**config.mk**
```make
export PLATFORM = sky130hd
export DESIGN_NAME = imem_arbiter
export DESIGN_NICKNAME = d
export VERILOG_FILES = /design/src/rtl/imem_arbiter_wires.sv /design/src/rtl/imem_arb_select.sv /design/src/rtl/imem_arbiter.sv
export SDC_FILE = /design/constraint.sdc
export NUM_CORES = 1
export LEC_CHECK = 0
export ABC_AREA = 0
export BUFFER_PORTS_ARGS = -buffer_cell sky130_fd_sc_hd__buf_2
export CORE_AREA = 3 3 120 122
export DETAILED_ROUTE_END_ITERATION = 8
export DIE_AREA = 0 0 123 125
export HOLD_SLACK_MARGIN = 0.12
export PLACE_DENSITY_LB_ADDON = 0.25
export SLEW_MARGIN = 20
export SYNTH_ARGS = -nofsm -noshare
export SYNTH_HDL_FRONTEND = slang
export SYNTH_HIERARCHICAL = 1
export SYNTH_SLANG_ARGS = --single-unit
```
**constraint.sdc**
```tcl
create_clock -name clock -period 4.6 [get_ports clock]
set_clock_uncertainty 0.05 [all_clocks]
set_input_delay 0.69 -clock clock [delete_from_list [all_inputs] [get_ports clock]]
set_output_delay 0.69 -clock clock [all_outputs]
set_load 0.02 [all_outputs]
```
**src/rtl/imem_arbiter_wires.sv**
```systemverilog
// Shared types for the instruction-side memory arbiter: memory request/response
// records, arbiter state and the register record with its reset value.
package imem_arbiter_wires;

    localparam int burst_max = 4;
    localparam int cnt_width = $clog2(burst_max) + 1;
    localparam logic [cnt_width-1:0] burst_limit = cnt_width'(burst_max);

    typedef struct packed {
        logic        mem_valid;
        logic        mem_fence;
        logic        mem_instr;
        logic [31:0] mem_addr;
        logic [31:0] mem_wdata;
        logic [3:0]  mem_wstrb;
    } mem_in_type;

    typedef struct packed {
        logic [31:0] mem_rdata;
        logic        mem_ready;
    } mem_out_type;

    typedef enum logic {
        IDLE,
        BUSY
    } arb_state_type;

    typedef enum logic {
        PORT_I,
        PORT_D
    } port_sel_type;

    typedef struct packed {
        arb_state_type        state;
        port_sel_type         owner;
        port_sel_type         ptr;
        logic                 lock;
        logic [cnt_width-1:0] cnt;
        mem_in_type           req;
    } arb_reg_type;

    localparam arb_reg_type arb_reg_init = '{
        state: IDLE,
        owner: PORT_I,
        ptr:   PORT_I,
        lock:  1'b0,
        cnt:   '0,
        req:   '0
    };

    function automatic port_sel_type other_port(input port_sel_type p);
        return (p == PORT_I) ? PORT_D : PORT_I;
    endfunction

endpackage

```
**src/rtl/imem_arb_select.sv**
```systemverilog
// Winner selection for the memory arbiter: a held burst lock beats everything,
// then a lone requester, then the round-robin pointer.
module imem_arb_select
    import imem_arbiter_wires::*;
(
    input  logic         ivalid,
    input  logic         dvalid,
    input  logic         lock,
    input  port_sel_type owner,
    input  port_sel_type ptr,
    output port_sel_type winner,
    output logic         any,
    output logic         keep_lock
);

    logic owner_valid;

    always_comb begin
        owner_valid = (owner == PORT_I) ? ivalid : dvalid;
        keep_lock   = lock && owner_valid;
        any         = ivalid || dvalid;

        if (keep_lock) begin
            winner = owner;
        end else if (ivalid && dvalid) begin
            winner = ptr;
        end else if (dvalid) begin
            winner = PORT_D;
        end else begin
            winner = PORT_I;
        end
    end

endmodule

```
**src/rtl/imem_arbiter.sv**
```systemverilog
// Two-port arbiter in front of one instruction-side memory port. One transaction
// in flight, round-robin between ports, refill bursts kept together by a lock.
module imem_arbiter
    import imem_arbiter_wires::*;
(
    input  logic        clock,
    input  logic        reset,
    input  mem_in_type  ireq_in,
    output mem_out_type ireq_out,
    input  mem_in_type  dreq_in,
    output mem_out_type dreq_out,
    output mem_in_type  mem_in,
    input  mem_out_type mem_out
);

    arb_reg_type          r;
    arb_reg_type          rin;
    port_sel_type         winner;
    logic                 any;
    logic                 keep_lock;
    logic                 done;
    logic [cnt_width-1:0] cnt_inc;

    imem_arb_select u_select (
        .ivalid    (ireq_in.mem_valid),
        .dvalid    (dreq_in.mem_valid),
        .lock      (r.lock),
        .owner     (r.owner),
        .ptr       (r.ptr),
        .winner    (winner),
        .any       (any),
        .keep_lock (keep_lock)
    );

    assign done    = (r.state == BUSY) && mem_out.mem_ready;
    assign cnt_inc = r.cnt + 1'b1;

    // The latched request is cleared on completion, so mem_in is idle in IDLE.
    always_comb begin
        rin = r;
        case (r.state)
            IDLE: begin
                if (!keep_lock) begin
                    rin.lock = 1'b0;
                    rin.cnt  = '0;
                end
                if (any) begin
                    rin.state = BUSY;
                    rin.owner = winner;
                    rin.req   = (winner == PORT_I) ? ireq_in : dreq_in;
                end
            end
            BUSY: begin
                if (mem_out.mem_ready) begin
                    rin.state = IDLE;
                    rin.req   = '0;
                    if (!r.req.mem_fence && (cnt_inc < burst_limit)) begin
                        rin.lock = 1'b1;
                        rin.cnt  = cnt_inc;
                    end else begin
                        rin.lock = 1'b0;
                        rin.cnt  = '0;
                        rin.ptr  = other_port(r.owner);
                    end
                end
            end
            default: begin
                rin = arb_reg_init;
            end
        endcase
    end

    always_comb begin
        ireq_out = '0;
        dreq_out = '0;
        if (done) begin
            if (r.owner == PORT_I) begin
                ireq_out.mem_rdata = mem_out.mem_rdata;
                ireq_out.mem_ready = 1'b1;
            end else begin
                dreq_out.mem_rdata = mem_out.mem_rdata;
                dreq_out.mem_ready = 1'b1;
            end
        end
    end

    assign mem_in = r.req;

    always_ff @(posedge clock or negedge reset) begin
        if (!reset) begin
            r <= arb_reg_init;
        end else begin
            r <= rin;
        end
    end

endmodule
```
## Word level (Yosys, flattened, before mapping)

Cells that the tools add are included.
W data, S select, Z words.

| storage, ports and cells | value |
|---|---|
| word-level logic and storage cells | 46 |
| bits of input ports | 177 |
| memory bits (writable) | 0 |
| register bits | 78 |
| bits in read-only memories | 0 |
| output and inout port bits | 137 |
| memories kept | 0 |
| bits in latches | 0 |

| cells by class | value |
|---|---|
| reductions and logical operators | 10 |
| divide/modulo/power cells | 0 |
| magnitude comparators | 1 |
| bitwise logic cells | 2 |
| mux-type cells | 18 |
| multiply operators | 0 |
| equal/unequal tests | 3 |
| $add $sub $neg | 1 |
| shift-type cells | 0 |

Operator list:

| kind | number |
|---|---|
| $pmux W75 S2 | 1 |
| $mux W71 | 2 |
| $mux W33 | 4 |
| $mux W75 | 1 |
| $mux W4 | 2 |
| $mux W1 | 6 |
| $ne A2 B2 Y1 const B | 3 |
| $reduce_and A2 Y1 | 3 |
| $logic_and A1 B1 Y1 | 4 |
| $add A3 B1 Y3 const B | 1 |
| $lt A3 B3 Y1 const B | 1 |
| $reduce_and A3 Y1 | 1 |
| $mux W2 | 1 |
| $not A1 Y1 | 2 |
| $pmux W1 S2 | 1 |
| $logic_not A1 Y1 | 1 |
| $logic_or A1 B1 Y1 | 1 |

## Longest topological paths before layout

Gate-level depths: netlist (run 1).

| depth | value |
|---|---|
| word-level depth | 6 |
| gate-level depth with buffers | 6 |
| depth with buffers taken out | 5 |

## By module

Netlist (run 1), hierarchy kept.

By module, submodules not included:

| module | cells each | seq. area each (um^2) | instances | area each (um^2) |
|---|---|---|---|---|
| imem_arbiter | 407 | 1951.9 | 1 | 4561.9 |
| imem_arb_select | 5 | 0.0 | 1 | 40.0 |

## Least setup slack after synthesis (run 1)

Ideal clock, no wire load.

| timing path | value |
|---|---|
| path kind | input to output |
| start point | input port mem_out[0] (netlist name) |
| end point | output port ireq_out[23] (netlist name) |
| data arrival time | 1386 ps |
| path buffers | 1 |
| cell stages on the path | 4 |
| required time | 3860 ps |
| slack | 2474 ps |
| cells stage by stage | nand2_1 -> nor2_2 -> buf_2 -> and2_1 |

RTL lines:

| what | RTL line | RTL |
|---|---|---|
| start, declared | imem_arbiter.sv:13 | `input mem_out_type mem_out` |
| end, declared | imem_arbiter.sv:9 | `output mem_out_type ireq_out,` |

==> results of run 1 <==
## layout make-up
type / instances / area (um2) / area share
Sequential cell: 78 / 1950 / 0.326
Multi-Input combinational cell: 231 / 1930 / 0.322
Timing Repair Buffer: 318 / 1610 / 0.269
Clock buffer: 12 / 246 / 0.0412
Tap cell: 176 / 220 / 0.0368
Clock inverter: 4 / 22.5 / 0.00376
Inverter: 2 / 7.51 / 0.00125
Antenna cell: 1 / 2.50 / 0.000418
## path summary, 6_finish.rpt
check / start / endpoint / slack (ns) / cells past startpoint
worst min-delay path: reset / mem_in[57]$_DFFE_PN0P_ / 0.35 / 1
worst min register to register: mem_in[1]$_DFFE_PN0P_ / mem_in[1]$_DFFE_PN0P_ / 0.43 / 1
worst max-delay path: mem_out[0] / ireq_out[11] / 1.84 / 5
min in group clock: mem_in[1]$_DFFE_PN0P_ / mem_in[1]$_DFFE_PN0P_ / 0.43 / 1
worst max register to register: r[76]$_DFFE_PN0P_ / mem_in[36]$_DFFE_PN0P_ / 2.54 / 5
max in group asynchronous: reset / mem_in[17]$_DFFE_PN0P_ / 3.66 / 1
## worst max-delay path, stage by stage
cell and delay, ns:
buf_2 0.10, nand2_1 0.09, nor2_2 0.73, and2_1 0.24, buf_2 0.16
## synth_stat cells (all sizes together) (2+ instances only)
library cell	n	area share
buf	97	0.16
nand2	2	0.0016
a22o	2	0.0038
clkbuf	4	0.0033
dfrtp	78	0.42
mux2i	74	0.16
o2bb2ai	71	0.14
o21ai	2	0.0022
nand2b	2	0.0027
nor2	3	0.0030
and2	67	0.091
inv	2	0.0016
## report_power, final
group | internal [mW] | switching [mW]
logic | 0.505 | 0.812
clock network | 0.377 | 0.266
registers | 0.913 | 0.135
## routing by layer
| layer | global-route usage | vias up | share of wire |
|---|---|---|---|
| met5 | 0 | - | 0 |
| met3 | 0.0366 | 15 | 0.070 |
| met1 | 0.186 | 1736 | 0.39 |
| met2 | 0.281 | 135 | 0.53 |
| li1 | - | 1838 | - |
| met4 | 0.0515 | 0 | 0.014 |
## kinds of logic after synthesis
family	Yosys count	share of synthesized area
AOI/OAI and AO/OA	77	0.145
xor gates and xnor gates	1	0.00190
adders and majority gates	1	0.00272
buffers and inverters	103	0.160
DFF	78	0.424
muxes	75	0.163
and+or+nand+nor	77	0.103
## through the flow
| step | instances | instance area [um2] | setup slack [ns] | total power, mW |
|---|---|---|---|---|
| finish | 822 | 5990 | 1.84 | 3.01 |
| global route | 822 | 5990 | 1.62 | 3.20 |
| CTS | 821 | 5980 | 1.86 | 3.06 |
| detailed placement | 805 | 5710 | 1.86 | 2.39 |
| global placement | 805 | 5710 | 1.89 | 2.37 |
| floorplan | 412 | 4600 | 2.47 | 2.22 |
## sequential cells by signal, indices dropped and copies added (netlist names)
name,flops
mem_in,71
r,7
==> impl_metrics.env, run 1 <==
export IMPL_fmax_mhz=362
export IMPL_postRouteWirelength_um=12500
export IMPL_dieArea_mm2=0.0154
export IMPL_cp_data_arrival_time_ns=2.02
export IMPL_finalCoreUtilization=0.450
export IMPL_hpwl_um=9430
export IMPL_hold_viol_final=0
export IMPL_p_leak_nw=3.29
export IMPL_setup_tns_ns=0
export IMPL_whs_ns=0.346
export IMPL_critPathKind="in -> out"
export IMPL_syn_nets=590
export IMPL_grt_pass1_vias=3820
export IMPL_drv_slew=0
export IMPL_cts_max_path_buffers=2
export IMPL_wire_per_inst_um=15.2
export IMPL_cts_buffers=9
export IMPL_initial_core_util=0.346
export IMPL_period_minus_slack_ns=2.76
export IMPL_synth_cells=412
export IMPL_cts_resized=0
export IMPL_firstDrtPassIters=4
export IMPL_antenna_found_initial=1
export IMPL_critPathLaunchType="input port"
export IMPL_ys_seq_area_frac=0.424
export IMPL_grt_usage=0.158
export IMPL_mostFrequentLayoutCells="buf_2 (312), dfrtp_1 (78), mux2i_1 (74)"
export IMPL_die_w_um=123
export IMPL_cts_sinks=78
export IMPL_synth_async_sr_flop_share=1.00
export IMPL_fin_nets=818
export IMPL_final_layout_size_suffix_gt1_frac=0.524
export IMPL_ios=314
export IMPL_port_buffers=313
export IMPL_n_fill_cell=1291
export IMPL_end_kind="primary output"
export IMPL_status="finished clean"
export IMPL_power_density_mw_per_mm2=502
export IMPL_area_delta_synth_final_pct=30.2
export IMPL_setup_viol=0
export IMPL_fin_crit_sh=0.600
export IMPL_h_tree_depth=3
export IMPL_hold_buffers=0
export IMPL_antenna_left=0
export IMPL_path_max_fanout=33
export IMPL_layout_commonest_cell="buf_2"
export IMPL_synthFlopType="dfrtp_1"
export IMPL_synth_edf_count=0
export IMPL_drt_iter0_markers=124
export IMPL_core_mm2=0.0133
export IMPL_ys_seq_elements=78
export IMPL_cts_root_buf="clkbuf_16"
export IMPL_cts_tree="done"
export IMPL_ys_types=23
export IMPL_grt_first_pass_wirelength_um=19600
export IMPL_core_rowCount=42
export IMPL_via_count=3724
export IMPL_tightest_slew_ns=0.947
export IMPL_die_h_um=125
export IMPL_gp_congestion=0.792
export IMPL_synth_area_mm2=0.00460
export IMPL_yosysWarnings=6
export IMPL_cts_clk_slew_worst_paths_ns=0.06
export IMPL_rsz0062_at_grt="false"
export IMPL_drc=0
export IMPL_cts_post_setup_buffers_inserted=0
export IMPL_maxCapViolCount=0
export IMPL_hp_class="in -> async"
export IMPL_grt_start_max_net_pins=79
export IMPL_clock_latency_ns=0.32
export IMPL_slew_headroom=0.368
export IMPL_vias_per_cell=4.53
export IMPL_cp_required_ns=3.86
export IMPL_avgSynthCellArea_um2=11.2
export IMPL_gr_total_overflow=0
export IMPL_ir_drop_uv=317
No activity file was read; power rests on OpenSTA's default activity.
==> run 2: changes to the inputs <==
- ABC_AREA: 0 -> 1
- CORE_AREA: 3 3 120 122 -> 3 3 119 121
- DIE_AREA: 0 0 123 125 -> 0 0 122 124
- clock period: 4.6 -> 2.6 ns (I/O delays scaled with it)
==> impl_metrics.env, run 2 <==
export IMPL_status="finished clean"
export IMPL_hp_class="in -> reg"
export IMPL_drv_slew=0
export IMPL_cp_slowest_cell="dfrtp_1"
export IMPL_core_rowCount=42
export IMPL_die_h_um=124
export IMPL_grt_first_pass_wirelength_um=22700
export IMPL_power_density_mw_per_mm2=1020
export IMPL_fin_nets=1024
export IMPL_diodes=0
export IMPL_wire_per_inst_um=15.2
export IMPL_via_count=4828
export IMPL_cts_post_setup_buffers_inserted=0
export IMPL_cp_data_arrival_time_ns=1.64
export IMPL_synth_top_area_cell="dfrtp_1"
export IMPL_initial_core_util=0.352
export IMPL_die_w_um=122
export IMPL_critPathKind="reg -> out"
export IMPL_tightest_slew_ns=0.584
export IMPL_cp_required_ns=2.16
export IMPL_fmax_mhz=480
export IMPL_r2r_cells=5
export IMPL_drt_iter0_markers=205
export IMPL_synthFlopType="dfrtp_1"
export IMPL_min_to="r[77]$_DFF_PN0_"
export IMPL_end_kind="primary output"
export IMPL_slew_headroom=0.611
export IMPL_synthDominantCellAreaShare=0.421
export IMPL_firstDrtPassIters=4
export IMPL_finalCoreUtilization=0.464
export IMPL_power_total_mw=6.22
export IMPL_synth_area_mm2=0.00464
export IMPL_placement_setup_worst_slack_ns=0.725
export IMPL_vias_per_cell=4.70
export IMPL_yosysWarnings=6
export IMPL_largest_reg_flops=71
export IMPL_cts_sinks=78
export IMPL_r2r_slack_ns=0.78
export IMPL_postRouteWirelength_um=15600
export IMPL_synth_edf_count=0
export IMPL_dp_cells=1010
export IMPL_ys_seq_elements=78
export IMPL_drc=0
export IMPL_h_tree_depth=3
export IMPL_grt_usage=0.190
export IMPL_ys_types=17
export IMPL_cts_max_path_buffers=2
export IMPL_fin_crit_sh=0.801
export IMPL_grt_start_max_net_pins=75
export IMPL_gr_total_overflow=0
export IMPL_rsz0062_at_grt="false"
export IMPL_n_fill_cell=1418
export IMPL_fin_area_mm2=0.00612
export IMPL_p_leak_nw=3.46
export IMPL_cts_clk_slew_worst_paths_ns=0.06
export IMPL_synth_common_cells="nor2_1 (139), dfrtp_1 (78), buf_4 (75)"
export IMPL_antenna_found_initial=0
export IMPL_clock_latency_ns=0.33
export IMPL_hpwl_um=11400
export IMPL_dieArea_mm2=0.0151
export IMPL_r2r_start="r[77]$_DFF_PN0_"
export IMPL_grt_pass1_vias=4388
export IMPL_mostFrequentLayoutCells="buf_2 (312), nor2_1 (139), dfrtp_1 (78)"
export IMPL_critical_path_buf_inv_count=3
export IMPL_layout_commonest_cell="buf_2"
export IMPL_path_max_fanout=32
export IMPL_final_layout_size_suffix_gt1_frac=0.411
export IMPL_hold_viol_final=0
export IMPL_min_from="mem_out[0]"
export IMPL_ir_drop_uv=407
export IMPL_setup_tns_ns=0
export IMPL_register_area_mm2=0.00195
export IMPL_period_minus_slack_ns=2.08
export IMPL_synth_area_leaders="dfrtp_1 (42%), buf_4 (12%), nor2_1 (11%), nand3_1 (8.0%), o21ai_0 (8.0%)"
export IMPL_syn_nets=805
export IMPL_instances_no_fill=1027
export IMPL_area_delta_synth_final_pct=32.0
export IMPL_core_mm2=0.0132
export IMPL_avgSynthCellArea_um2=7.40
export IMPL_synth_cells=627
export IMPL_ys_seq_area_frac=0.421
export IMPL_cp_slowest_stage_delay_ns=0.45
export IMPL_setup_ws_ns=0.517
export IMPL_port_buffers=313
export IMPL_worstSetupPathDepth=5
export IMPL_r2r_end="mem_in[51]$_DFFE_PN0P_"
export IMPL_worstPathCellList="inv_1, nor2_2, inv_2, nor2_1, buf_2"
export IMPL_cts_resized=0
export IMPL_antenna_left=0
export IMPL_hold_depth=2
export IMPL_multi_input_area_mm2=0.00177
export IMPL_synth_async_sr_flop_share=1.00
export IMPL_place_area_mm2=0.00579
export IMPL_cts_buffers=9
export IMPL_whs_ns=0.258
export IMPL_critPathLaunchType="flop"
export IMPL_ios=314
export IMPL_synth_most_common_cell="nor2_1"
export IMPL_maxCapViolCount=0
export IMPL_cts_tree="done"
export IMPL_setup_viol=0
export IMPL_gp_congestion=0.755
export IMPL_cts_root_buf="clkbuf_16"
export IMPL_crit_family="buffers and inverters"
==> run 2: cell types whose count changed in the layout (fill, tap and decap cells not counted), sizes merged, moves of 4 or more <==
cell     delta
nor2      +139
inv        +46
buf         +4
o21ai     +143
nand3      +75
and2       -67
mux2i      -74
o2bb2ai    -71
nand2      +19
==> run 2: what timing repair did <==
item                                   in CTS  in global routing
endpoints found under the hold margin      41                  0
setup endpoints to repair                   0                  0
hold buffers                                1                  0
==> run 2: power breakdown <==
| group | total, mW | leakage [nW] | switching [mW] | internal [mW] |
|---|---|---|---|---|
| Combinational | 2.87 | 2.32 | 1.95 | 0.917 |
| Clock | 1.36 | 0.163 | 0.497 | 0.865 |
| Sequential | 1.99 | 0.982 | 0.284 | 1.70 |
| Total | 6.22 | 3.46 | 2.73 | 3.49 |
==> run 2: how the worst max path moves through the flow <==
stage                 startpoint                     end  slack, ns
6_report       r[76]$_DFFE_PN0P_            dreq_out[25]       0.52
5_1_grt          r[77]$_DFF_PN0_            ireq_out[26]       0.40
4_1_cts          r[77]$_DFF_PN0_             ireq_out[6]       0.52
3_5_place_dp          mem_out[0]  mem_in[51]$_DFFE_PN0P_       0.73
3_3_place_gp          mem_out[0]  mem_in[52]$_DFFE_PN0P_       0.79
2_1_floorplan  r[76]$_DFFE_PN0P_            dreq_out[10]       0.88
==> run 2: cells by family after synthesis <==
group                      after synthesis  synth area share
AOI/OAI and AO/OA                      145             0.156
adders and majority gates                1           0.00270
buffers and inverters                  162             0.200
DFF                                     78             0.421
and+or+nand+nor                        241             0.220
==> run 2: metal layers <==
| metal | track usage | part of all wire | routed length, um |
|---|---|---|---|
| met1 | 0.220 | 0.39 | 6050 |
| met2 | 0.351 | 0.52 | 8140 |
| met3 | 0.0472 | 0.079 | 1230 |
| met4 | 0.0518 | 0.0087 | 136 |
| met5 | 0 | 0 | 0 |
==> run 2: cell type report <==
cell class / count / area share
well taps: 176 / 0.0360
inverters: 47 / 0.0288
repair buffers: 323 / 0.275
clock inverters: 6 / 0.0137
clock buffers: 10 / 0.0390
flip-flops and latches: 78 / 0.319
multi-input cells: 387 / 0.289
